File: config.mk
export PLATFORM = sky130hd
export DESIGN_NAME = alu_cmd_driver
export DESIGN_NICKNAME = d
export VERILOG_FILES = /design/src/rtl/alu_cmd_driver.sv
export SDC_FILE = /design/constraint.sdc
export NUM_CORES = 1
export LEC_CHECK = 0
export CAP_MARGIN = 20
export CORE_UTILIZATION = 54
export CTS_CLUSTER_SIZE = 20
export DETAILED_ROUTE_END_ITERATION = 16
export DONT_BUFFER_PORTS = 1
export PLACE_DENSITY = 0.76
export SYNTH_ARGS = -nofsm -noshare
export SYNTH_HDL_FRONTEND = slang
export SYNTH_SLANG_ARGS = --single-unit
File: constraint.sdc
create_clock -name clk -period 1.2 [get_ports clk]
set_input_delay 0.24 -clock clk [delete_from_list [all_inputs] [get_ports clk]]
set_output_delay 0.24 -clock clk [all_outputs]
set_load 0.02 [all_outputs]
File: src/rtl/alu_cmd_driver.sv
// Valid/ready command front-end for the 4-bit combinational ALU: registers operands,
// captures the ALU answer one cycle later, returns it, and keeps an accumulator and op counter.
module alu_cmd_driver #(
    parameter int WIDTH = 4,
    parameter int CNT_W = 8
) (
    input  logic             clk,
    input  logic             reset_n,
    input  logic             cmd_valid,
    output logic             cmd_ready,
    input  logic [1:0]       cmd_op,
    input  logic [WIDTH-1:0] cmd_a,
    input  logic [WIDTH-1:0] cmd_b,
    input  logic             cmd_acc,
    output logic [WIDTH-1:0] alu_inA,
    output logic [WIDTH-1:0] alu_inB,
    output logic [1:0]       alu_op,
    input  logic [WIDTH-1:0] alu_ans,
    output logic             rsp_valid,
    input  logic             rsp_ready,
    output logic [WIDTH-1:0] rsp_data,
    output logic [1:0]       rsp_op,
    output logic [CNT_W-1:0] op_count
);

    typedef enum logic [1:0] {
        IDLE  = 2'd0,
        DRIVE = 2'd1,
        RESP  = 2'd2
    } state_t;

    state_t           state_r;
    state_t           state_s;
    logic             cmd_fire_s;
    logic             capture_s;
    logic             rsp_fire_s;
    logic [WIDTH-1:0] alu_ina_r;
    logic [WIDTH-1:0] alu_inb_r;
    logic [1:0]       alu_op_r;
    logic             rsp_valid_r;
    logic [WIDTH-1:0] rsp_data_r;
    logic [1:0]       rsp_op_r;
    logic [WIDTH-1:0] acc_r;
    logic [CNT_W-1:0] op_count_r;

    // cmd_ready is the only combinational output; it must drop while reset is held
    assign cmd_ready = (state_r == IDLE) && reset_n;
    assign alu_inA   = alu_ina_r;
    assign alu_inB   = alu_inb_r;
    assign alu_op    = alu_op_r;
    assign rsp_valid = rsp_valid_r;
    assign rsp_data  = rsp_data_r;
    assign rsp_op    = rsp_op_r;
    assign op_count  = op_count_r;

    // State register
    always_ff @(posedge clk or negedge reset_n) begin
        if (!reset_n) begin
            state_r <= IDLE;
        end else begin
            state_r <= state_s;
        end
    end

    // Next-state and per-state strobes
    always_comb begin
        state_s    = state_r;
        cmd_fire_s = 1'b0;
        capture_s  = 1'b0;
        rsp_fire_s = 1'b0;
        case (state_r)
            IDLE: begin
                if (cmd_valid) begin
                    cmd_fire_s = 1'b1;
                    state_s    = DRIVE;
                end else begin
                    state_s    = IDLE;
                end
            end
            DRIVE: begin
                capture_s = 1'b1;
                state_s   = RESP;
            end
            RESP: begin
                if (rsp_ready) begin
                    rsp_fire_s = 1'b1;
                    state_s    = IDLE;
                end else begin
                    state_s    = RESP;
                end
            end
            default: begin
                state_s = IDLE;
            end
        endcase
    end

    // Operand, response, accumulator and counter registers
    always_ff @(posedge clk or negedge reset_n) begin
        if (!reset_n) begin
            alu_ina_r   <= {WIDTH{1'b0}};
            alu_inb_r   <= {WIDTH{1'b0}};
            alu_op_r    <= 2'b00;
            rsp_valid_r <= 1'b0;
            rsp_data_r  <= {WIDTH{1'b0}};
            rsp_op_r    <= 2'b00;
            acc_r       <= {WIDTH{1'b0}};
            op_count_r  <= {CNT_W{1'b0}};
        end else begin
            if (cmd_fire_s) begin
                alu_op_r  <= cmd_op;
                alu_inb_r <= cmd_b;
                alu_ina_r <= cmd_acc ? acc_r : cmd_a;
            end
            // The ALU is combinational, so its answer is valid for the whole DRIVE cycle
            if (capture_s) begin
                rsp_data_r  <= alu_ans;
                rsp_op_r    <= alu_op_r;
                acc_r       <= alu_ans;
                op_count_r  <= op_count_r + {{(CNT_W-1){1'b0}}, 1'b1};
                rsp_valid_r <= 1'b1;
            end else if (rsp_fire_s) begin
                rsp_valid_r <= 1'b0;
            end
        end
    end

endmodule
* Word-level counts from Yosys, hierarchy flattened
Cells that the tools add are included.
Cells by class: add/subtract/negate cells 1, multipliers 0, div/mod/pow operators 0, order comparisons 0, eq/ne operators 2, shift-type cells 0, mux-type cells 11, bitwise gates (word level) 0, reduce and logical (&&, ||, !) cells 3
Operators by type and width (number):
- $add 8x1->8 const B | 1
- $mux 1 | 8
- $pmux 2 s3 | 1
- $mux 4 | 1
- $eq 2x1->1 const B | 1
- $eq 2x2->1 const B | 1
- $logic_not 2->1 | 1
- $mux 2 | 1
- $reduce_bool 2->1 | 1
- $logic_and 1x1->1 | 1
Storage, ports and cells: register bits after elaboration 27, bits in latches 0, memory bits (writable) 0, memory bits (read-only) 0, input bits 19, output and inout bits 26, logic and storage cells 25, memories 0

* Depth between registers and ports, before layout
depth in word-level cells 4, mapped depth 4, depth with buffers taken out 3

* Least setup slack after synthesis
Ideal clock, no wire load.
path kind reg-to-reg, start register state_r[1], end register alu_inb_r[2] (netlist: alu_inB[2]), library setup time 0.125 ns, arrival time 1.224 ns, required time 1.075 ns, path slack -0.149 ns, stages on the path, launching flop included 4, path buffers 1, clock period less this slack 1.349 ns, path through dfrtp_1 > nor3b_4 > buf_6 > mux2_4
On the way: cells in the longest elaborated chain, start to end 2
Ends and longest elaborated chain:
- from (decl) | RTL line 32 | state_t state_r;
- from (signal assigned) | RTL line 61 | state_r <= state_s;
- $logic_not 2->1 | RTL line 71 | case (state_r)
- $mux 1 | RTL line 71
- net cmd_fire_s | RTL line 34 | logic cmd_fire_s;
- to (signal assigned) | RTL line 102 | alu_inb_r <= {WIDTH{1'b0}};
- to (signal assigned) | RTL line 112 | alu_inb_r <= cmd_b;
- to (decl) | RTL line 38 | logic [WIDTH-1:0] alu_inb_r;
The timed path passes the listed nets, and every way through them passes these cells. A chain may end at the register's enable or synchronous reset.

* Worst setup path after layout
start register state_r[1], end output cmd_ready
On the way: cells in the longest elaborated chain, start to end 2
Ends and longest elaborated chain:
- $logic_not 2->1 | RTL line 47 | assign cmd_ready = (state_r == IDLE) && reset_n;
- $logic_and 1x1->1 | RTL line 47
- to (decl) | RTL line 10 | output logic cmd_ready,
No other way between the ends.

==> reports/metrics.yaml <==
global_routing:
  grt_overflow: 0
  grt_max_degree: 28
  grt_pass1_vias: 693
  antenna_found_initial: 0
  grt_pass1_wl_um: 2860
  grtUsageTotal: 0.184
setup_path:
  path_depth: 3
  crit_path_max_incr_delay_ps: 440
  crit_chain: "buf_6 -> nor3b_2 -> buf_4"
  arrival_ps: 1170
  start_kind: "flop"
  reg2reg_setup_slack_ps: -190
  required_ps: 960
  path_buf_inv: 2
  rr_worst_depth: 4
  crit_fanout: 2
  path_delay_family: "flip-flops"
  crit_path_end_kind: "output port"
  critPathKind: "reg2out"
  crit_slowest_cell: "dfrtp_2"
cts:
  cts-root-buf: "clkbuf_4"
  clock_sinks: 27
  cts_tree: "done"
  clk_path_buf_depth: 2
  h-tree-depth: 1
  cts_inserted_buffers: 3
  clkLatencyLatePin_ps: 310
  clk_pin_slew_worst_paths_ps: 130
yosys:
  syn-cell-area_um2: 1120
  ys_ff_latch: 27
  synth_warnings: 0
  syn_area_per_cell_um2: 14.0
  syn_nets: 100
  yosysSeqAreaShare: 0.603
  yosysUniqueCellTypes: 21
  synthCells: 80
power_and_ir_drop:
  pwr-share-seq: 0.513
  powerDensity_nw_per_um2: 2760
  finalPower_uw: 3870
  leakagePower_uw: 0.000649
  p_int_uw: 2330
  clockPowerShare: 0.095
  p_switching_uw: 1540
  p_comb_frac: 0.392
  irDropWorstVdd_uv: 1470
  switching_share: 0.397
floorplanning:
  rows: 16
  die_h_um: 47.5
  io_pins: 45
  start_util: 0.571
  die_width_um: 47.5
  core_um2: 1960
  dieArea_um2: 2260
timing:
  setup_slack_ps: -209
  rsz0062_at_grt: "true"
  tightest_slew_ps: 319
  fmax_mhz: 710
  hold_viol: 0
  hold_ws_ps: 70.0
  fin_crit_sh: 1.17
  fin_skew_ps: 2.83
  period_minus_slack_ps: 1410
  slew_violations: 0
  max_slew_margin: 0.787
  setup_viol: 23
final_layout:
  final_common_cell: "dfrtp_1"
  area_growth_pct: 25.4
  utilization: 0.716
  antennaDiodeCount: 0
  final_cell_mix: "dfrtp_1 (26), buf_4 (11), buf_6 (8), mux2_2 (7)"
  final_area_um2: 1400
  layout-drive-gt1-share: 0.447
  final_cells: 130
  nNetsFinal: 124
min_path:
  min_path_type: "in2reg"
  whs_path_depth: 1
place:
  gp_congestion: 0.613
  port_buffers: 0
  place_area_um2: 1260
  dp.cells: 120
  place_hpwl_um: 1390
routing:
  wl_per_cell_um: 15.0
  antenna_left: 0
  met2_length_um: 944
  met1_length_um: 857
  vias: 703
  highest_layer: "met4"
  drt-initial-drc-count: 10
  drt-total-wl_um: 1960
  firstDrtPassIters: 3
  post-route-drc-count: 0
  wl_met3_um: 139
  vias_per_cell: 5.41
status:
  violations: "negative setup slack"
  status: "finished, violations left"
job:
  maxCapViolations: 0
power by group through the flow:
stage / clock network (uW) / logic [uW] / registers, uW
finish: 368 / 1520 / 1990
global route: 423 / 1650 / 2050
CTS: 388 / 1440 / 1990
detailed placement: 0 / 1260 / 2040
global placement: 0 / 1230 / 2020
floorplan: 0 / 745 / 2100
state kept, by name, indices dropped and copies added (netlist names):
| name | flops |
|---|---|
| state_r | 2 |
| op_count | 8 |
| acc_r | 4 |
| alu_inA | 4 |
| rsp_op | 2 |
| rsp_valid | 1 |
| alu_op | 2 |
| alu_inB | 4 |
layout make-up:
| cell class | count | area (um^2) |
|---|---|---|
| flip-flops and latches | 27 | 677 |
| multi-input cells | 49 | 455 |
| clock buffers | 4 | 26.3 |
| fillers | 142 | 558 |
| repair buffers | 22 | 208 |
| well taps | 27 | 33.8 |
| inverters | 1 | 3.75 |
timing repair:
item,4_1_cts,5_1_grt
buffers inserted,2,1
endpoints found under the setup margin,19,24
gates resized for setup,8,5
endpoints found under the hold margin,27,0
cloned,1,0
pin swaps,4,3
hold buffers,2,0
cell usage after synthesis:
cell type | count | area, um^2
a21oi_1 | 6 | 30.0
and3_1 | 1 | 6.26
and4b_2 | 1 | 11.3
buf_1 | 1 | 3.75
buf_6 | 2 | 22.5
dfrtp_1 | 27 | 676
ha_1 | 1 | 12.5
inv_1 | 1 | 3.75
mux2_1 | 1 | 11.3
mux2_2 | 11 | 124
mux2_4 | 1 | 15.0
mux2i_1 | 4 | 40.0
nand2_1 | 4 | 15.0
nand4_1 | 3 | 18.8
nor2_1 | 4 | 15.0
nor2b_4 | 1 | 13.8
nor3b_1 | 2 | 15.0
nor3b_4 | 1 | 18.8
or2_2 | 1 | 6.26
xnor2_1 | 6 | 52.6
xor2_1 | 1 | 8.76
per-layer routing:
layer	global-route usage	up-vias
met1	0.242	347
li1	-	326
met4	0.0722	0
met3	0.0453	2
met2	0.293	28
met5	0	-
path summary, 6_finish.rpt:
path                                  start     endpoint
worst max-delay path             state_r[1]    cmd_ready
worst min-delay path               cmd_b[0]   alu_inB[0]
worst max register to register   state_r[1]   alu_inB[3]
worst min register to register  op_count[4]  op_count[4]
max in group asynchronous           reset_n   state_r[1]
min in group asynchronous           reset_n  op_count[3]
through the flow:
stage	TNS, ps	setup slack (ps)
CTS	-2150	-227
floorplan	-409	-146
detailed placement	-431	-84.6
global route	-3470	-296
finish	-2330	-209
global placement	-296	-54.4
kinds of logic after synthesis:
| group | share of synthesized area |
|---|---|
| compound gates | 0.0268 |
| xor+xnor | 0.0547 |
| fa+ha+maj | 0.0112 |
| buf+inv | 0.0268 |
| flops | 0.603 |
| mux | 0.170 |
| simple gates | 0.107 |
(Power assumes the default switching activity.)
==> patch, RTL diff (same flow settings) <==
Register the output `op_count` once more, without a reset; this adds one clock of latency there. The other outputs are not delayed to match.
--- a/src/rtl/alu_cmd_driver.sv
+++ b/src/rtl/alu_cmd_driver.sv
@@ -51,7 +51,9 @@
     assign rsp_valid = rsp_valid_r;
     assign rsp_data  = rsp_data_r;
     assign rsp_op    = rsp_op_r;
-    assign op_count  = op_count_r;
+    always_ff @(posedge clk) begin
+        op_count <= op_count_r;
+    end
 
     // State register
     always_ff @(posedge clk or negedge reset_n) begin
Check against the original RTL: not equivalent (Yosys sat finds a counterexample within 4 cycles, from zero or initial values and one cycle with reset_n low).
==> patch against the unedited design <==
Global-route usage rose by 1.8 points; synthesized area is 16% higher; cell count grew 10%; register-to-register slack lost 40 ps; final area is 22% higher; hold slack got worse by 18 ps; largest power group unchanged; sequential cell count increased by 8; sequential power increased by 27%; the flow still finishes with violations (setup timing); first-iteration DRC count down 50%; power rose by 27%; worst setup slack lost 20 ps; routed wire length up 18%.
==> patch: results (changes against the unedited design) <==
post-DR wirelength/cell: 16.15 um (+7.4%)
Met1 Wirelength: 949 um (+11%)
NonClk Buf Share: 0.1341 (-0.01388)
Logic pwr share: 0.343 (-0.049)
fraction of area in multi-input gates: 0.3128 (-0.01160)
synth top area cells: dfrtp_1 (52%), dfxtp_1 (12%), mux2_2 (10%)
Seq/Total Area, Yosys: 0.6429 (+0.03957)
number of CTS-inserted buffers: 5 (+2)
VDD IR max: 1.859 mV (+26%)
Worst setup endpoint: alu_inB[1]
met1 Track Usage GR: 0.2396 (-0.001942)
status: finished with violations
Clock Power Share: 0.142 (+0.047)
Post-Layout Cell Count: 143 (+10%)
via count: 768 (+9.2%)
DR WL met3: 148 um (+6.5%)
Final Worst Setup Slack: -228.6 ps (-20.06 ps)
layout cells sized above 1: 0.5130 (+0.06644)
# fillers: 144 (+1.4%)
final setup skew: 7.233 ps (+4.402 ps)
Synth-to-Final Area Change: 31.38%
Sw Share: 0.3761 (-0.02121)
M2 GR Usage: 0.3136 (+0.02045)
Avg Cell Area, Syn: 14.77 um2 (+5.5%)
dpl cell area: 0.001408 mm2 (+11%)
failing checks: setup timing
met3 usage: 0.1101 (+0.06484)
Layout Nets: 134 (+8.1%)
CP max FO: 4 (+2)
Syn Nets: 108 (+8.0%)
Total GRT Usage: 0.2013 (+0.01774)
Clk pin slew, worst setup/hold paths: 100 ps (-30 ps)
H-tree depth: 2 (+1)
setup violators final: 25 (+8.7%)
global-route wire length before repair: 3629 um (+27%)
critical path arrival: 1650 ps (+480 ps)
hpwl dp: 1477 um (+5.9%)
clkbuf count: 8 (+4)
hold path start: alu_ans[0]
slew margin rel.: 0.8078 (+0.02050)
TritonRoute pass-1 iters: 4 (+1)
clk cell area share: 0.04029 (+0.02158)
clock latency on the worst-skew pair: 330 ps (+20 ps)
Worst Hold End: acc_r[0]
Sum Neg Setup Slack: -3712 ps (-1387 ps)
-- patch: cell types whose count changed in the layout (fill, tap and decap cells not counted), sizes merged --
cell    unedited run  this run
nand2              4         3
clkbuf             4         8
dfxtp              0         8
nand4              3         4
-- patch: logic make-up after synthesis --
family	count (synthesis)	share of synthesized area
AOI/OAI and AO/OA	6	0.02310
xor gates and xnor gates	7	0.05294
adders and majority gates	1	0.009623
buffers and inverters	4	0.02309
DFF	35	0.6429
muxes	17	0.1463
and+or+nand+nor	18	0.1020
-- patch: stage by stage --
stage	worst slack [ps]	total power [W]	hold slack (ps)
floorplan	-124.0	0.003212	-55.59
CTS	-237.9	0.004517	48.15
detailed placement	-64.90	0.003624	-55.10
finish	-228.6	0.004919	52.02
global route	-300.0	0.005212	16.65
global placement	-21.82	0.003554	-55.05
-- patch: what timing repair did --
action	CTS	global route
gates resized for setup	9	31
buffers inserted	5	2
hold endpoints to repair	27	0
hold buffers	2	0
endpoints found under the setup margin	20	27
pin swaps	3	5
